===== src/rtl/exp_unpacker_if.sv =====
// Handshake and BRAM port bundle between the fetcher/dispatcher BRAM and the
// exponent unpacker. The unpacker uses the slave view; the fetcher/BRAM side
// (or a testbench standing in for it) uses the master view.
interface exp_unpacker_if #(
    parameter int MAN_WIDTH             = 256,
    parameter int EXP_WIDTH             = 8,
    parameter int EXP_PACKED_DEPTH      = 16,
    parameter int BRAM_DEPTH            = 512,
    parameter int RD_ADDR_WIDTH         = $clog2(BRAM_DEPTH),
    parameter int EXP_PACKED_ADDR_WIDTH = $clog2(EXP_PACKED_DEPTH)
);
    logic                             i_start;
    logic                             i_target;
    logic [RD_ADDR_WIDTH:0]           i_num_exp;
    logic                             o_busy;
    logic                             o_done;
    logic [EXP_PACKED_ADDR_WIDTH-1:0] o_exp_packed_rd_addr;
    logic                             o_exp_packed_rd_target;
    logic [MAN_WIDTH-1:0]             i_exp_packed_rd_data;
    logic [RD_ADDR_WIDTH-1:0]         o_exp_left_wr_addr;
    logic                             o_exp_left_wr_en;
    logic [EXP_WIDTH-1:0]             o_exp_left_wr_data;
    logic [RD_ADDR_WIDTH-1:0]         o_exp_right_wr_addr;
    logic                             o_exp_right_wr_en;
    logic [EXP_WIDTH-1:0]             o_exp_right_wr_data;

    modport slave (
        input  i_start, i_target, i_num_exp, i_exp_packed_rd_data,
        output o_busy, o_done, o_exp_packed_rd_addr, o_exp_packed_rd_target,
        output o_exp_left_wr_addr, o_exp_left_wr_en, o_exp_left_wr_data,
        output o_exp_right_wr_addr, o_exp_right_wr_en, o_exp_right_wr_data
    );

    modport master (
        output i_start, i_target, i_num_exp, i_exp_packed_rd_data,
        input  o_busy, o_done, o_exp_packed_rd_addr, o_exp_packed_rd_target,
        input  o_exp_left_wr_addr, o_exp_left_wr_en, o_exp_left_wr_data,
        input  o_exp_right_wr_addr, o_exp_right_wr_en, o_exp_right_wr_data
    );
endinterface


===== src/rtl/exp_unpacker.sv =====
// Exponent unpacker: reads packed exponent lines one at a time, then writes
// their bytes (least significant first) one per cycle into the left or right
// aligned exponent buffer. One idle cycle per line is spent loading the line.
module exp_unpacker #(
    parameter int MAN_WIDTH             = 256,
    parameter int EXP_WIDTH             = 8,
    parameter int EXP_PACKED_DEPTH      = 16,
    parameter int BRAM_DEPTH            = 512,
    parameter int RD_ADDR_WIDTH         = $clog2(BRAM_DEPTH),
    parameter int EXP_PACKED_ADDR_WIDTH = $clog2(EXP_PACKED_DEPTH)
) (
    input logic            i_clk,
    input logic            i_reset_n,
    exp_unpacker_if.slave  bus
);
    localparam int EXP_PER_LINE = MAN_WIDTH / EXP_WIDTH;
    localparam int K_W          = $clog2(EXP_PER_LINE);
    localparam int CNT_W        = RD_ADDR_WIDTH + 1;

    typedef enum logic [1:0] {IDLE, LOAD, EMIT, DONE} state_t;

    state_t                 state_q, state_d;
    logic [CNT_W-1:0]       cnt_q, cnt_d;
    logic [CNT_W-1:0]       n_q, n_d;
    logic                   target_q, target_d;
    logic [MAN_WIDTH-1:0]   line_q, line_d;

    logic                             accept;
    logic [CNT_W-1:0]               num_clamped;
    logic [K_W-1:0]                   byte_idx;
    logic [EXP_PACKED_ADDR_WIDTH-1:0] line_idx;
    logic                             last_wr;
    logic                             line_end;

    logic                             busy;
    logic                             done;
    logic [EXP_PACKED_ADDR_WIDTH-1:0] rd_addr;
    logic                             rd_target;
    logic [RD_ADDR_WIDTH-1:0]         left_addr, right_addr;
    logic                             left_en, right_en;
    logic [EXP_WIDTH-1:0]             left_data, right_data;

    // Requests beyond the buffer depth are clamped so addresses never wrap.
    function automatic logic [CNT_W-1:0] clamp_count(input logic [CNT_W-1:0] num);
        if (num > CNT_W'(BRAM_DEPTH))
            return CNT_W'(BRAM_DEPTH);
        return num;
    endfunction

    // The write counter doubles as the aligned address: upper bits pick the
    // packed line, lower bits pick the byte inside it.
    assign byte_idx    = cnt_q[K_W-1:0];
    assign line_idx    = cnt_q[K_W +: EXP_PACKED_ADDR_WIDTH];
    assign last_wr     = (cnt_q + CNT_W'(1)) == n_q;
    assign line_end    = &byte_idx;
    assign accept      = bus.i_start && (state_q == IDLE || state_q == DONE);
    assign num_clamped = clamp_count(bus.i_num_exp);

    // Control state register; reset aborts any run in progress.
    always_ff @(posedge i_clk or negedge i_reset_n) begin
        if (!i_reset_n) begin
            state_q  <= IDLE;
            cnt_q    <= '0;
            n_q      <= '0;
            target_q <= 1'b0;
        end else begin
            state_q  <= state_d;
            cnt_q    <= cnt_d;
            n_q      <= n_d;
            target_q <= target_d;
        end
    end

    // Line buffer holds the packed line being emitted; data only, no reset.
    always_ff @(posedge i_clk) begin
        line_q <= line_d;
    end

    // Next-state logic: a start is accepted in IDLE and in the DONE cycle.
    always_comb begin
        state_d = state_q;
        case (state_q)
            IDLE, DONE: begin
                state_d = IDLE;
                if (accept)
                    state_d = (num_clamped == '0) ? DONE : LOAD;
            end
            LOAD:    state_d = EMIT;
            EMIT: begin
                if (last_wr)
                    state_d = DONE;
                else if (line_end)
                    state_d = LOAD;
            end
            default: state_d = IDLE;
        endcase
    end

    // Counter, count, target and line register updates.
    always_comb begin
        cnt_d    = cnt_q;
        n_d      = n_q;
        target_d = target_q;
        line_d   = line_q;
        case (state_q)
            IDLE, DONE: begin
                cnt_d = '0;
                if (state_q == DONE)
                    n_d = '0;
                if (accept) begin
                    n_d      = num_clamped;
                    target_d = bus.i_target;
                end
            end
            LOAD:    line_d = bus.i_exp_packed_rd_data;
            EMIT:    cnt_d  = cnt_q + CNT_W'(1);
            default: ;
        endcase
    end

    // Output decode from registered state only; the unused side stays at zero.
    always_comb begin
        busy       = 1'b0;
        done       = 1'b0;
        rd_addr    = '0;
        rd_target  = 1'b0;
        left_addr  = '0;
        left_en    = 1'b0;
        left_data  = '0;
        right_addr = '0;
        right_en   = 1'b0;
        right_data = '0;
        case (state_q)
            LOAD: begin
                busy      = 1'b1;
                rd_addr   = line_idx;
                rd_target = target_q;
            end
            EMIT: begin
                busy = 1'b1;
                if (target_q) begin
                    right_en   = 1'b1;
                    right_addr = cnt_q[RD_ADDR_WIDTH-1:0];
                    right_data = line_q[EXP_WIDTH*int'(byte_idx) +: EXP_WIDTH];
                end else begin
                    left_en    = 1'b1;
                    left_addr  = cnt_q[RD_ADDR_WIDTH-1:0];
                    left_data  = line_q[EXP_WIDTH*int'(byte_idx) +: EXP_WIDTH];
                end
            end
            DONE:    done = 1'b1;
            default: ;
        endcase
    end

    assign bus.o_busy                 = busy;
    assign bus.o_done                 = done;
    assign bus.o_exp_packed_rd_addr   = rd_addr;
    assign bus.o_exp_packed_rd_target = rd_target;
    assign bus.o_exp_left_wr_addr     = left_addr;
    assign bus.o_exp_left_wr_en       = left_en;
    assign bus.o_exp_left_wr_data     = left_data;
    assign bus.o_exp_right_wr_addr    = right_addr;
    assign bus.o_exp_right_wr_en      = right_en;
    assign bus.o_exp_right_wr_data    = right_data;
endmodule

===== src/flat_wrapper.sv =====
// flat-port wrapper written by rule: the top's interface ports become plain ports
module exp_unpacker_flat 
#(
    parameter int MAN_WIDTH             = 256,
    parameter int EXP_WIDTH             = 8,
    parameter int EXP_PACKED_DEPTH      = 16,
    parameter int BRAM_DEPTH            = 512,
    parameter int RD_ADDR_WIDTH         = $clog2(BRAM_DEPTH),
    parameter int EXP_PACKED_ADDR_WIDTH = $clog2(EXP_PACKED_DEPTH)
)
  (i_clk, i_reset_n, bus_i_start, bus_i_target, bus_i_num_exp, bus_i_exp_packed_rd_data, bus_o_busy, bus_o_done, bus_o_exp_packed_rd_addr, bus_o_exp_packed_rd_target, bus_o_exp_left_wr_addr, bus_o_exp_left_wr_en, bus_o_exp_left_wr_data, bus_o_exp_right_wr_addr, bus_o_exp_right_wr_en, bus_o_exp_right_wr_data);
  exp_unpacker_if #(.MAN_WIDTH(MAN_WIDTH), .EXP_WIDTH(EXP_WIDTH), .EXP_PACKED_DEPTH(EXP_PACKED_DEPTH), .BRAM_DEPTH(BRAM_DEPTH), .RD_ADDR_WIDTH(RD_ADDR_WIDTH), .EXP_PACKED_ADDR_WIDTH(EXP_PACKED_ADDR_WIDTH)) bus_i ();
  input logic i_clk;
  input logic i_reset_n;
  input wire logic [$bits(bus_i.i_start)-1:0] bus_i_start;
  input wire logic [$bits(bus_i.i_target)-1:0] bus_i_target;
  input wire logic [$bits(bus_i.i_num_exp)-1:0] bus_i_num_exp;
  input wire logic [$bits(bus_i.i_exp_packed_rd_data)-1:0] bus_i_exp_packed_rd_data;
  output wire logic [$bits(bus_i.o_busy)-1:0] bus_o_busy;
  output wire logic [$bits(bus_i.o_done)-1:0] bus_o_done;
  output wire logic [$bits(bus_i.o_exp_packed_rd_addr)-1:0] bus_o_exp_packed_rd_addr;
  output wire logic [$bits(bus_i.o_exp_packed_rd_target)-1:0] bus_o_exp_packed_rd_target;
  output wire logic [$bits(bus_i.o_exp_left_wr_addr)-1:0] bus_o_exp_left_wr_addr;
  output wire logic [$bits(bus_i.o_exp_left_wr_en)-1:0] bus_o_exp_left_wr_en;
  output wire logic [$bits(bus_i.o_exp_left_wr_data)-1:0] bus_o_exp_left_wr_data;
  output wire logic [$bits(bus_i.o_exp_right_wr_addr)-1:0] bus_o_exp_right_wr_addr;
  output wire logic [$bits(bus_i.o_exp_right_wr_en)-1:0] bus_o_exp_right_wr_en;
  output wire logic [$bits(bus_i.o_exp_right_wr_data)-1:0] bus_o_exp_right_wr_data;
  assign bus_i.i_start = bus_i_start;
  assign bus_i.i_target = bus_i_target;
  assign bus_i.i_num_exp = bus_i_num_exp;
  assign bus_i.i_exp_packed_rd_data = bus_i_exp_packed_rd_data;
  assign bus_o_busy = bus_i.o_busy;
  assign bus_o_done = bus_i.o_done;
  assign bus_o_exp_packed_rd_addr = bus_i.o_exp_packed_rd_addr;
  assign bus_o_exp_packed_rd_target = bus_i.o_exp_packed_rd_target;
  assign bus_o_exp_left_wr_addr = bus_i.o_exp_left_wr_addr;
  assign bus_o_exp_left_wr_en = bus_i.o_exp_left_wr_en;
  assign bus_o_exp_left_wr_data = bus_i.o_exp_left_wr_data;
  assign bus_o_exp_right_wr_addr = bus_i.o_exp_right_wr_addr;
  assign bus_o_exp_right_wr_en = bus_i.o_exp_right_wr_en;
  assign bus_o_exp_right_wr_data = bus_i.o_exp_right_wr_data;
  exp_unpacker #(.MAN_WIDTH(MAN_WIDTH), .EXP_WIDTH(EXP_WIDTH), .EXP_PACKED_DEPTH(EXP_PACKED_DEPTH), .BRAM_DEPTH(BRAM_DEPTH), .RD_ADDR_WIDTH(RD_ADDR_WIDTH), .EXP_PACKED_ADDR_WIDTH(EXP_PACKED_ADDR_WIDTH)) u_core (.i_clk(i_clk), .i_reset_n(i_reset_n), .bus(bus_i));
endmodule

===== config.mk =====
export PLATFORM = sky130hd
export DESIGN_NAME = exp_unpacker_flat
export DESIGN_NICKNAME = d
export VERILOG_FILES = /design/src/rtl/exp_unpacker_if.sv /design/src/rtl/exp_unpacker.sv /design/src/flat_wrapper.sv
export SDC_FILE = /design/constraint.sdc
export NUM_CORES = 1
export LEC_CHECK = 0
export CELL_PAD_IN_SITES_DETAIL_PLACEMENT = 0
export CELL_PAD_IN_SITES_GLOBAL_PLACEMENT = 2
export CORE_ASPECT_RATIO = 0.75
export CORE_MARGIN = 10
export CORE_UTILIZATION = 38
export DETAILED_ROUTE_END_ITERATION = 16
export GPL_TIMING_DRIVEN = 1
export PLACE_DENSITY_LB_ADDON = 0.1
export SETUP_SLACK_MARGIN = 0.5
export SYNTH_ARGS = -nofsm -noshare
export SYNTH_HDL_FRONTEND = slang
export SYNTH_SLANG_ARGS = --single-unit

===== constraint.sdc =====
create_clock -name i_clk -period 16.85 [get_ports i_clk]
set_input_delay 3.37 -clock i_clk [delete_from_list [all_inputs] [get_ports i_clk]]
set_output_delay 3.37 -clock i_clk [all_outputs]
set_load 0.1 [all_outputs]

# Word level (Yosys, flattened, before mapping)

Cells that the tools add are included.

$add $sub $neg: 1
Magnitude comparators: 1
Eq/ne operators: 5
Shift-type cells: 1
Mux-type cells: 27
Reductions and logical operators: 11

Operators with widths:

| cell                  | number |
|---|---|
| $shiftx 256x9->8      | 1 |
| $mux 10               | 4 |
| $mux 9                | 4 |
| $mux 8                | 4 |
| $pmux 10 s2           | 1 |
| $add 10x1->10 const B | 1 |
| $eq 10x10->1          | 1 |
| $gt 10x10->1 const B  | 1 |
| $logic_not 10->1      | 1 |
| $mux 1                | 8 |
| $mux 2                | 4 |
| $pmux 2 s3            | 1 |
| $reduce_and 5->1      | 1 |
| $eq 2x2->1 const B    | 2 |
| $mux 4                | 1 |
| $reduce_and 2->1      | 2 |
| $reduce_bool 2->1     | 2 |
| $reduce_or 2->1       | 2 |
| $ne 3x1->1 const B    | 1 |
| $eq 2x1->1 const B    | 1 |
| $logic_not 2->1       | 1 |
| $logic_and 1x1->1     | 1 |
| $logic_or 1x1->1      | 1 |

Bits in registers: 279

# Logic depth before layout (Yosys ltp)

Gate-level depths: netlist of the first run.

Depth after elaboration: 7
Depth in mapped cells: 8
Depth with buffers taken out: 7

# Worst setup path before layout of the first run

No wires, ideal clock.

Path type: register to output
From: reg u_core.state_q[1]
To: out bus_o_exp_packed_rd_target
Data arrival time: 7.623 ns
Data required time: 13.480 ns
Slack: 5.857 ns
Stages on the path, launching flop included: 5
Cells stage by stage: dfrtp_1 > inv_1 > ha_1 > clkbuf_1 > and2_1

Longest elaborated chain between the ends: 2

RTL lines:

| what                   | line                | source |
|---|---|---|
| from (decl)            | exp_unpacker.sv:22  | `state_t state_q, state_d;` |
| from (signal assigned) | exp_unpacker.sv:67  | `state_q <= state_d;` |
| $eq 2x1->1             | exp_unpacker.sv:133 | `case (state_q)` |
| $mux 1                 | exp_unpacker.sv:133 |  |
| to (decl)              | flat_wrapper.sv:22  | `output wire logic [$bits(bus_i.o_exp_packed_rd_target)-1:0] bus_o_exp_packed_rd_target;` |

Every way passes these cells.

# Final worst setup path of the first run

From: reg u_core.cnt_q[0]
To: out bus_o_exp_left_wr_data[0]

Longest elaborated chain between the ends: 3

RTL lines:

| what                   | line                | source |
|---|---|---|
| from (decl)            | exp_unpacker.sv:23  | `logic [CNT_W-1:0] cnt_q, cnt_d;` |
| from (signal assigned) | exp_unpacker.sv:68  | `cnt_q <= cnt_d;` |
| $shiftx 256x9->8       | exp_unpacker.sv:148 | `left_data = line_q[EXP_WIDTH*int'(byte_idx) +: EXP_WIDTH];` |
| $mux 8                 | exp_unpacker.sv:141 | `if (target_q) begin` |
| $mux 8                 | exp_unpacker.sv:133 |  |
| to (decl)              | flat_wrapper.sv:25  | `output wire logic [$bits(bus_i.o_exp_left_wr_data)-1:0] bus_o_exp_left_wr_data;` |

Every way passes these cells.

==> results of run 1 <==
==> stage by stage <==
stage / hold slack, ps / std cells / setup slack, ps
after floorplan: 486 / 559 / 5860
after global placement: 509 / 1244 / 9370
after detailed placement: 513 / 1244 / 9300
after CTS: 529 / 1295 / 8720
after global routing: 545 / 1301 / 8570
final: 533 / 1303 / 8870
==> state kept, by name (all words and copies together), names as in the netlist <==
name,count
u_core.target_q,1
u_core.line_q,256
u_core.state_q,2
u_core.n_q,10
u_core.cnt_q,10
==> routing by layer <==
layer  share of wire (%)  global-route usage [%]
met1                  41                    20.7
met3                 8.0                    6.04
met5                0.26                       0
met2                  48                    26.9
met4                 2.0                    4.40
==> where the power goes <==
part           switching, mW  internal [mW]  total (mW)
Sequential            0.0732           1.03        1.10
Combinational          0.339          0.248       0.588
Clock                  0.257          0.358       0.615
Total                  0.669           1.63        2.30
==> cell type report <==
class	instances	area, um2	area share [%]
clock inverter	18	163	1.02
sequential	279	8270	51.9
tap	399	499	3.13
antenna	8	20.0	0.125
timing repair buffer	318	3170	19.9
multi-input combinational	239	3060	19.2
inverter	9	33.8	0.212
clock buffer	33	741	4.64
==> Yosys cell counts, types with 2 or more instances <==
master	count
a21oi_1	5
a22o_1	12
a32o_1	2
and2_1	13
and3_1	10
and4_1	2
buf_2	5
buf_6	2
buf_8	6
clkbuf_1	12
clkbuf_8	7
dfrtp_1	23
edfxtp_1	256
ha_1	5
inv_1	9
mux2i_1	13
mux4_1	42
mux4_2	38
nand2_1	13
nand2b_1	3
nand3_1	2
nand4_1	2
nor2_1	25
nor2b_1	6
nor3_1	5
o21ai_0	6
o21bai_1	3
or4_1	3
xnor2_1	9
==> cells by family (layout without fill, tap and decap cells) <==
family | after synthesis | count (layout) | share of synthesized area, %
flip-flops | 279 | 279 | 71.1
multiplexers | 94 | 94 | 18.1
XOR/XNOR | 11 | 11 | 0.948
buffers and inverters | 41 | 378 | 2.69
AO/OA/AOI/OAI | 42 | 42 | 2.72
other | 0 | 8 | 0
AND/OR/NAND/NOR | 87 | 87 | 3.91
adder cells (fa/ha/maj) | 5 | 5 | 0.538
==> worst paths after layout <==
| path | from | endpoint | slack (ps) | cells past startpoint |
|---|---|---|---|---|
| worst min-delay path | u_core.n_q[6] | u_core.n_q[6] | 530 | 1 |
| min in group asynchronous | i_reset_n | u_core.cnt_q[8] | 3190 | 2 |
| worst min register to register | u_core.n_q[6] | u_core.n_q[6] | 530 | 1 |
| max in group asynchronous | i_reset_n | u_core.cnt_q[0] | 13380 | 2 |
| worst max-delay path | u_core.cnt_q[0] | bus_o_exp_left_wr_data[0] | 8870 | 6 |
| worst max register to register | u_core.cnt_q[0] | u_core.state_q[1] | 13080 | 7 |
==> placed cells by master, fill, tap and decap left out, drive strengths merged, types with 5 or more instances in the layout <==
master / n
a21oi: 5
a22o: 12
and2: 13
and3: 10
buf: 6
clkbuf: 33
clkdlybuf4s50: 312
clkinv: 12
dfrtp: 23
diode: 8
edfxtp: 256
ha: 5
inv: 9
mux2i: 13
mux4: 80
nand2: 13
nor2: 25
nor2b: 6
nor3: 5
o21ai: 7
xnor2: 9
==> impl_metrics.env, run 1 <==
export IMPL_synth_edf_count=256
export IMPL_syn_area_um2=11600
export IMPL_cpPeakStageDelay_ps=1000
export IMPL_clk_latency_ps=550
export IMPL_htree_levels=1
export IMPL_powerDensity_nw_per_um2=144
export IMPL_dieArea_um2=38000
export IMPL_relSlewSlack_pct=31.5
export IMPL_numClockSinks=279
export IMPL_grt_antenna_before_repair=13
export IMPL_route_detailed_drc=0
export IMPL_yosysWarnings=0
export IMPL_async_flop_share_pct=8.24
export IMPL_synth_nets=834
export IMPL_firstDrtPassIters=5
export IMPL_endpoint_kind="primary output"
export IMPL_port_buffers=312
export IMPL_crit_buf_inv=2
export IMPL_ys_seq_area_share_pct=71.1
export IMPL_worst_ep_arrival_time_ps=4610
export IMPL_floorplan_initialDensity_pct=38.6
export IMPL_cp_max_fo=47
export IMPL_root_buffer="clkbuf_16"
export IMPL_leakagePower_nw=5.38
export IMPL_crit_chain="buf_4 > mux4_1 > mux4_2 > mux2i_1 > nor2_1 > clkdlybuf4s50_1"
export IMPL_ys_seq_elements=279
export IMPL_cts_setup_buffers=0
export IMPL_place_congestion=0.818
export IMPL_numCtsBuffers=29
export IMPL_placed_area_um2=15000
export IMPL_drv_slew=0
export IMPL_grt_pass1_wl_um=47200
export IMPL_syn_area_per_cell_um2=20.8
export IMPL_fmax_ghz=0.125
export IMPL_ctsHoldBuffers=0
export IMPL_worst_slew_pin_slew_ps=1030
export IMPL_min_period_ps=7980
export IMPL_grt_remaining_overflow=0
export IMPL_required_ps=13480
export IMPL_crit_family="buffers and inverters"
export IMPL_path_clk_slew_ps=60
export IMPL_power_total_mw=2.30
export IMPL_peakVddDrop_mv=0.0776
export IMPL_wirelength_um=32600
export IMPL_fin_util_pct=52.9
export IMPL_routedWlPerCell_um=25.0
export IMPL_cts_tree="built"
export IMPL_rsz0062_at_grt="no"
export IMPL_postRouteAntennaNets=0
export IMPL_hold_path_class="reg -> reg"
export IMPL_finalSetupViolations=0
export IMPL_ctsResizeCount=0
export IMPL_die_height_um=171
export IMPL_yosysTopAreaCellShare_pct=66.2
export IMPL_yosysUniqueCellTypes=49
export IMPL_dp_hpwl_um=23900
export IMPL_die_w_um=222
export IMPL_routed_via_density=5.09
export IMPL_syn_to_final_growth_pct=37.3
export IMPL_drt_iter0_markers=505
export IMPL_cts_buffer_depth=3
export IMPL_synthTopCellsByArea="edfxtp_1 66%, mux4_1 9.5%, mux4_2 7.4%"
export IMPL_n_fill_cell=2419
export IMPL_nets=1151
export IMPL_rows=55
export IMPL_grt_max_degree=85
export IMPL_start_kind="register"
export IMPL_fin_area_um2=16000
export IMPL_core_um2=30100
export IMPL_grt_usage_pct=16.6
export IMPL_drive_above_1_share_pct=10.2
export IMPL_criticalPathCategory="reg -> out"
export IMPL_grt_pass1_vias=7271
export IMPL_finalHoldViolCount=0
export IMPL_setup_tns_ps=0
export IMPL_clock_skew_final_ps=12.0
export IMPL_fin_crit_sh_pct=47.3
export IMPL_ios=313
export IMPL_synth_largest_area_cell="edfxtp_1"
export IMPL_critical_path_slowest_cell="clkdlybuf4s50_1"
export IMPL_status="completed"
export IMPL_maxCapViolCount=0
export IMPL_synth_main_ff_cell="edfxtp_1"
export IMPL_vias=6637
export IMPL_syn_instance_count=559
Power figures use the tool's default switching activity.
==> inputs of run 2 (changes only) <==
--- a/config.mk
+++ b/config.mk
@@ -9,7 +9,7 @@
 export CELL_PAD_IN_SITES_GLOBAL_PLACEMENT = 2
 export CORE_ASPECT_RATIO = 0.75
 export CORE_MARGIN = 10
-export CORE_UTILIZATION = 38
+export CORE_UTILIZATION = 32
 export DETAILED_ROUTE_END_ITERATION = 16
 export GPL_TIMING_DRIVEN = 1
 export PLACE_DENSITY_LB_ADDON = 0.1
==> constraint.sdc (replaced) <==
create_clock -name i_clk -period 6.8 [get_ports i_clk]
set_input_delay 1.36 -clock i_clk [delete_from_list [all_inputs] [get_ports i_clk]]
set_output_delay 1.36 -clock i_clk [all_outputs]
set_load 0.1 [all_outputs]
==> run 2 against run 1 <==
  * Final area grew 0.62%
  * Clock skew down 4.9 ps
  * Clock power rose to 2.5 times the previous value
  * Sequential share of layout area is 0.32 points lower
==> impl_metrics.env, run 2 (synthesized netlist as in run 1, its figures left out) <==
export IMPL_status="completed"
export IMPL_cts_setup_buffers=0
export IMPL_rrSetupSlack_ps=3550
export IMPL_floorplan_initialDensity_pct=32.4
export IMPL_dieArea_um2=44400
export IMPL_postRouteAntennaNets=0
export IMPL_finalSetupViolations=0
export IMPL_cts_tree="built"
export IMPL_syn_to_final_growth_pct=38.2
export IMPL_top_regs="u_core.line_q: 256 flops, u_core.cnt_q: 10 flops, u_core.n_q: 10 flops"
export IMPL_regMostFlops="u_core.line_q"
export IMPL_critPathLaunch="u_core.cnt_q[0]"
export IMPL_timing_rr_start="u_core.cnt_q[0]"
export IMPL_worst_slew_pin_slew_ps=1120
export IMPL_clock_skew_final_ps=7.11
export IMPL_drive_above_1_share_pct=10.4
export IMPL_crit_chain="mux4_1 > mux4_2 > mux2i_1 > nor2_1 > clkdlybuf4s50_1"
export IMPL_reg2reg_depth=7
export IMPL_numCtsBuffers=29
export IMPL_relSlewSlack_pct=25.2
export IMPL_worst_ep_arrival_time_ps=4340
export IMPL_crit_family="multiplexers"
export IMPL_ios=313
export IMPL_finalHoldViolCount=0
export IMPL_root_buffer="clkbuf_16"
export IMPL_setup_tns_ps=0
export IMPL_cpPeakStageDelay_ps=1050
export IMPL_crit_buf_inv=1
export IMPL_path_depth=5
export IMPL_drt_iter0_markers=504
export IMPL_wirelength_um=33400
export IMPL_maxCapViolCount=0
export IMPL_routed_via_density=4.86
export IMPL_largest_reg_flops=256
export IMPL_peakVddDrop_mv=0.259
export IMPL_route_detailed_drc=0
export IMPL_endpoint_kind="primary output"
export IMPL_layout_common_cells="312 x clkdlybuf4s50_1, 256 x edfxtp_1, 42 x mux4_1"
export IMPL_drv_slew=0
export IMPL_leakagePower_nw=5.40
export IMPL_critical_path_slowest_cell="dfrtp_4"
export IMPL_grt_pass1_wl_um=48200
export IMPL_dp_hpwl_um=24500
export IMPL_core_um2=35900
export IMPL_hold_path_class="reg -> reg"
export IMPL_grt_remaining_overflow=0
export IMPL_reg2reg_to="u_core.state_q[1]"
export IMPL_grt_max_degree=89
export IMPL_cts_buffer_depth=3
export IMPL_grt_usage_pct=14.8
export IMPL_powerDensity_nw_per_um2=358
export IMPL_fin_util_pct=44.7
export IMPL_endpoint="bus_o_exp_left_wr_data[6]"
export IMPL_rows=60
export IMPL_numClockSinks=279
export IMPL_rsz0062_at_grt="no"
export IMPL_htree_levels=1
export IMPL_ctsHoldBuffers=0
export IMPL_required_ps=5440
export IMPL_layout_commonest_cell="clkdlybuf4s50_1"
export IMPL_fin_crit_sh_pct=83.8
export IMPL_start_kind="register"
export IMPL_path_clk_slew_ps=60
export IMPL_cp_max_fo=51
export IMPL_routedWlPerCell_um=24.4
export IMPL_ctsResizeCount=0
export IMPL_clk_latency_ps=560
export IMPL_criticalPathCategory="reg -> out"
export IMPL_port_buffers=312
export IMPL_firstDrtPassIters=5
export IMPL_grt_antenna_before_repair=10
export IMPL_place_congestion=0.809
export IMPL_fmax_ghz=0.176
export IMPL_die_w_um=240
export IMPL_vias=6643
export IMPL_die_height_um=185
export IMPL_grt_pass1_vias=7156
export IMPL_nets=1151
export IMPL_min_period_ps=5700
-- run 2: metal layers --
metal	GRT usage [%]	share of wire (%)
met1	19.9	44
met2	22.8	46
met3	4.97	7.9
met4	3.38	1.9
met5	0	0.19
-- run 2: per-stage QoR --
step | area [um2] | setup slack (ps) | cells | hold WS [ps] | power [mW]
6_report | 16100 | 1100 | 1367 | 533 | 5.74
5_1_grt | 16000 | 872 | 1364 | 560 | 6.03
2_1_floorplan | 11600 | 578 | 559 | 486 | 3.81
3_3_place_gp | 15100 | 1570 | 1310 | 521 | 4.23
4_1_cts | 16000 | 932 | 1362 | 532 | 5.84
3_5_place_dp | 15100 | 1540 | 1310 | 518 | 4.28
-- run 2: cell type report --
type	count	area [um2]
Sequential cell	279	8270
Clock inverter	19	174
Timing Repair Buffer	318	3180
Tap cell	465	582
Inverter	9	33.8
Clock buffer	33	741
Fill cell	3146	19800
Antenna cell	5	12.5
Multi-Input combinational cell	239	3060
-- run 2: power by group --
part	leakage (nW)	internal, mW	total, mW	switching (mW)
clock network	0.444	0.891	1.54	0.648
registers	2.72	2.55	2.75	0.205
logic	2.23	0.621	1.45	0.832
total	5.40	4.06	5.74	1.69
-- run 2: how the worst min path moves through the flow --
stage | from | end | slack (ps) | cells after the start
final | u_core.n_q[6] | u_core.n_q[6] | 530 | 1
after global routing | u_core.n_q[6] | u_core.n_q[6] | 560 | 1
after CTS | u_core.n_q[6] | u_core.n_q[6] | 530 | 1
after detailed placement | u_core.n_q[6] | u_core.n_q[6] | 520 | 1
after global placement | u_core.n_q[6] | u_core.n_q[6] | 520 | 1
after floorplan | u_core.n_q[9] | u_core.n_q[9] | 490 | 1
==> edit 1: new RTL, config.mk and constraints of run 2 <==
`n_q` no longer has a reset.
--- a/src/rtl/exp_unpacker.sv
+++ b/src/rtl/exp_unpacker.sv
@@ -61,14 +61,16 @@
         if (!i_reset_n) begin
             state_q  <= IDLE;
             cnt_q    <= '0;
-            n_q      <= '0;
             target_q <= 1'b0;
         end else begin
             state_q  <= state_d;
             cnt_q    <= cnt_d;
-            n_q      <= n_d;
             target_q <= target_d;
         end
+    end
+
+    always_ff @(posedge i_clk) begin
+        n_q <= n_d;
     end
 
     // Line buffer holds the packed line being emitted; data only, no reset.
Behaviour: no difference found for any inputs over 4 cycles, from zero or initial values and one cycle with i_reset_n low; that may be too few to reach the edited logic, so the function may still have changed.
==> edit 1 against run 2 <==
- critical path depth up 1
- sequential share of layout area grew 0.70 points
- synthesized cell count unchanged
- largest power group unchanged
- count of clock-buffer cells in the layout increased by 2
- worst setup slack improved by 240 ps
- register-to-register slack got worse by 270 ps
- clock power hardly changed
- area after synthesis is 2.2% lower
- critical endpoint is now bus_o_exp_left_wr_data[5]
- non-clock buffer count increased by 5
- sequential cell count stayed put
- core utilization increased by 1.0 points
- wire length is 0.21% lower
- power grew 8.0%
- final area down 0.74%
==> edit 1: results (changes against run 2) <==
The run finished with clean final reports. The remaining max-slew budget at the tightest pin came out at 0.208 (-0.0438). The clock power share was 0.248 (-0.020).

The slack of the worst reg-to-reg path came out at 3280 ps (-270 ps). The largest net degree at the start of global routing is 97 (+9.0%). The peak per-stage delay on the critical path came out at 990 ps (-60 ps). The post-route core utilization is 0.457 (+0.00995). The xor and xnor fraction of the mapped netlist area is 0.00969 (+0.000216). The multi-input combinational cell count came out at 240 (+0.42%). The detailed-routing wirelength on met1 is 14300 um (-2.8%). The number of clock-tree buffers in the layout is 35 (+6.1%). The number of cells in the finished layout apart from fillers is 1363 (-0.29%). The share of synthesized registers carrying an async set or reset is 0.0466 (-0.0358).

The number of diodes came out at 2 (-3). The average vias per placed instance came out at 4.77 (-1.9%). The final routed wirelength across all metal layers came out at 33300 um (-0.21%). The initial antenna violation count came to 6 (-4). The met1 layer usage reported by global route came out at 0.197 (-0.00198). The share of final layout cell area taken by clock buffers and inverters came out at 0.0579 (+0.000896).

The met2 demand-to-capacity share in global routing is 0.245 (+0.0172). The detailed placer's ending HPWL is 25000 um (+2.1%). The time the final worst path needs with I/O delays and setup is 5460 ps (-241 ps).

The standard cell area after detailed placement came out at 15000 um^2 (-0.79%). In this run the critical register-to-register path is launched from u_core.cnt_q[1]$_DFFE_PN0P_. The number of nets in the layout came out at 1158 (+0.61%). The routability congestion estimate from global placement is 0.798 (-1.4%). The post-place setup slack was 1850 ps (+314 ps).
[edit 1: cell count changes after synthesis, sizes merged, moves of 3 or more]
cell	delta
nor2	+4
edfxtp	+10
buf	+7
a22o	-10
o31ai	+4
and2	+8
nor2b	-6
o21ai	+6
clkbuf	-8
nor3	-3
dfrtp	-10
mux2i	-3
[edit 1: path summary, 6_finish.rpt]
path                                                       to  depth (start not counted)
max in group asynchronous         u_core.cnt_q[0]$_DFFE_PN0P_                          1
min in group asynchronous         u_core.cnt_q[5]$_DFFE_PN0P_                          1
worst min register to register    u_core.cnt_q[9]$_DFFE_PN0P_                          1
worst max-delay path                bus_o_exp_left_wr_data[5]                          6
worst min-delay path              u_core.cnt_q[9]$_DFFE_PN0P_                          1
worst max register to register  u_core.state_q[1]$_DFFE_PN0P_                         11
[edit 1: kinds of logic after synthesis]
logic type,after synthesis
flops,279
simple gates,94
mux,91
buf+inv,40
compound gates,39
xor+xnor,11
fa+ha+maj,5
==> edit 2: new RTL, flow settings as in run 2 <==
Without the edit above. `MAN_WIDTH` is set to 256 in 3 places; all go to 512.
--- a/src/rtl/exp_unpacker_if.sv
+++ b/src/rtl/exp_unpacker_if.sv
@@ -2,7 +2,7 @@
 // exponent unpacker. The unpacker uses the slave view; the fetcher/BRAM side
 // (or a testbench standing in for it) uses the master view.
 interface exp_unpacker_if #(
-    parameter int MAN_WIDTH             = 256,
+    parameter int MAN_WIDTH             = 512,
     parameter int EXP_WIDTH             = 8,
     parameter int EXP_PACKED_DEPTH      = 16,
     parameter int BRAM_DEPTH            = 512,
--- a/src/rtl/exp_unpacker.sv
+++ b/src/rtl/exp_unpacker.sv
@@ -2,7 +2,7 @@
 // their bytes (least significant first) one per cycle into the left or right
 // aligned exponent buffer. One idle cycle per line is spent loading the line.
 module exp_unpacker #(
-    parameter int MAN_WIDTH             = 256,
+    parameter int MAN_WIDTH             = 512,
     parameter int EXP_WIDTH             = 8,
     parameter int EXP_PACKED_DEPTH      = 16,
     parameter int BRAM_DEPTH            = 512,
--- a/src/flat_wrapper.sv
+++ b/src/flat_wrapper.sv
@@ -1,7 +1,7 @@
 // flat-port wrapper written by rule: the top's interface ports become plain ports
 module exp_unpacker_flat 
 #(
-    parameter int MAN_WIDTH             = 256,
+    parameter int MAN_WIDTH             = 512,
     parameter int EXP_WIDTH             = 8,
     parameter int EXP_PACKED_DEPTH      = 16,
     parameter int BRAM_DEPTH            = 512,
Ports: changed (resized bus_i_exp_packed_rd_data); port bits go from 313 to 569. The function was not compared with the original's and may differ.
==> edit 2 against run 2 <==
- wire length up 110%
- area after synthesis up 83%
- largest cell class unchanged
- clock skew up 7.3 ps
- worst setup slack worse by 330 ps
- combinational power down 78%
- power up 20%
- final area up 85%
- worst hold slack better by 2.3 ps
- sequential cell count up 256
- via count up 85%
- critical path type unchanged
- register-to-register slack worse by 80 ps
==> edit 2: results (changes against run 2) <==
The detailed placer's ending HPWL came out at 53400 um (+120%). The share of synthesized registers carrying an async set or reset is 0.0430 (-0.0394). The quantity of I/O buffers inserted on ports was 568 (+82%). The endpoint arrival time on the critical path came out at 4660 ps (+320 ps). Counting instances in the post-synthesis netlist gives the leading cell types as sky130_fd_sc_hd__edfxtp_1 (512), sky130_fd_sc_hd__mux4_2 (104), sky130_fd_sc_hd__mux2i_1 (76), sky130_fd_sc_hd__a21oi_1 (29), sky130_fd_sc_hd__a22oi_1 (24). The fraction of cell area in non-clock buffers came out at 0.197 (-0.00119). The number of diodes came out at 14 (+9).

The total leakage power is 9.45 nW (+75%). The share of layout cells above drive strength 1 is 0.132 (+0.0284). The combinational cell fraction of total power is 0.046 (-0.207). The net switching component of the power is 1.33 mW (-21%). The relative area change from synthesis to final layout came out at 39.8%. The sequential cell area in the final layout is 16000 um^2 (+93%). The net count of the mapped netlist is 1585 (+90%).

The post-route core utilization is 0.454 (+0.00659). The number of H-tree branching levels is 2 (+1). The number of filler cells placed in the layout was 5719 (+82%). The final routed wirelength across all metal layers is 70800 um (+110%). The worst-skew pair later-pin latency is 610 ps (+50 ps).

The run finished with clean final reports. The maximum fanout along the worst path came out at 46 (-9.8%). The power per unit of standard cell area is 233 nW/um^2 (-35%). The routability congestion estimate from global placement came out at 0.770 (-4.8%).

The largest registers in the layout are u_core.line_q: 512 flops, u_core.cnt_q: 10 flops, u_core.n_q: 10 flops. The final worst clock skew is 14.5 ps (+7.34 ps). The total instance count after detailed placement was 2451 (+87%). The number of detailed-routing iterations run before antenna repair came out at 6 (+1). The share of final layout cell area taken by clock buffers and inverters came to 0.0592 (+0.00217). The adder-cell area share of the yosys netlist came out at 0.00235 (-0.00303).

The TritonCTS buffer count is 56 (+93%). The worst-case vdd ir drop was 179 uV (-31%). The number of nets in the layout came out at 2168 (+88%).

The initial antenna violation count is 19 (+9). In the post-synthesis netlist, the biggest area contributors are sky130_fd_sc_hd__edfxtp_1 (72%), sky130_fd_sc_hd__mux4_2 (11%), sky130_fd_sc_hd__mux2i_1 (3.6%). The count of routing violations after the opening detailed-route iteration is 995 (+97%). The overall global routing resource usage came out at 0.177 (+0.0285). The reported clock group power was 2.99 mW (+94%). The standard cell area after detailed placement is 27900 um^2 (+85%). The tightest hold margin came to 536 ps (+2.27 ps). The post-place setup slack is 1370 ps (-169 ps). The via count of the first global-routing pass is 13200 (+84%).
edit 2: cell count changes after synthesis, sizes merged, moves of 10 or more:
cell	change
mux4	+24
nor2	-10
buf	+26
a21oi	+24
mux2	+24
edfxtp	+256
o22ai	+16
mux2i	+63
a22oi	+23
edit 2: final timing paths:
| path | from | to | depth (start not counted) |
|---|---|---|---|
| hold / removal | u_core.n_q[8]$_DFFE_PN0P_ | u_core.n_q[8]$_DFFE_PN0P_ | 1 |
| hold reg to reg | u_core.n_q[8]$_DFFE_PN0P_ | u_core.n_q[8]$_DFFE_PN0P_ | 1 |
| max in group asynchronous | i_reset_n | u_core.cnt_q[0]$_DFFE_PN0P_ | 2 |
| setup reg to reg | u_core.state_q[1]$_DFFE_PN0P_ | u_core.line_q[296]$_DFFE_PN_ | 4 |
| min in group asynchronous | i_reset_n | u_core.target_q$_DFFE_PN0P_ | 2 |
| setup / recovery | u_core.cnt_q[1]$_DFFE_PN0P_ | bus_o_exp_right_wr_data[0] | 8 |
edit 2: routing by layer:
metal  vias up  track usage  share of wire
met5         -            0        0.00078
met4        10       0.0459          0.016
met3        79       0.0551          0.070
met2       394        0.291           0.49
met1      6269        0.223           0.42
li1       5565            -              -
edit 2: critical path, stage by stage (launching register included):
cell and delay [ps]:
sky130_fd_sc_hd__dfrtp_4 720, sky130_fd_sc_hd__buf_12 300, sky130_fd_sc_hd__buf_12 350, sky130_fd_sc_hd__mux2i_1 150, sky130_fd_sc_hd__a22o_1 250, sky130_fd_sc_hd__o21ai_0 390
sky130_fd_sc_hd__nand4_1 370, sky130_fd_sc_hd__a21oi_1 270, sky130_fd_sc_hd__clkdlybuf4s50_1 1180
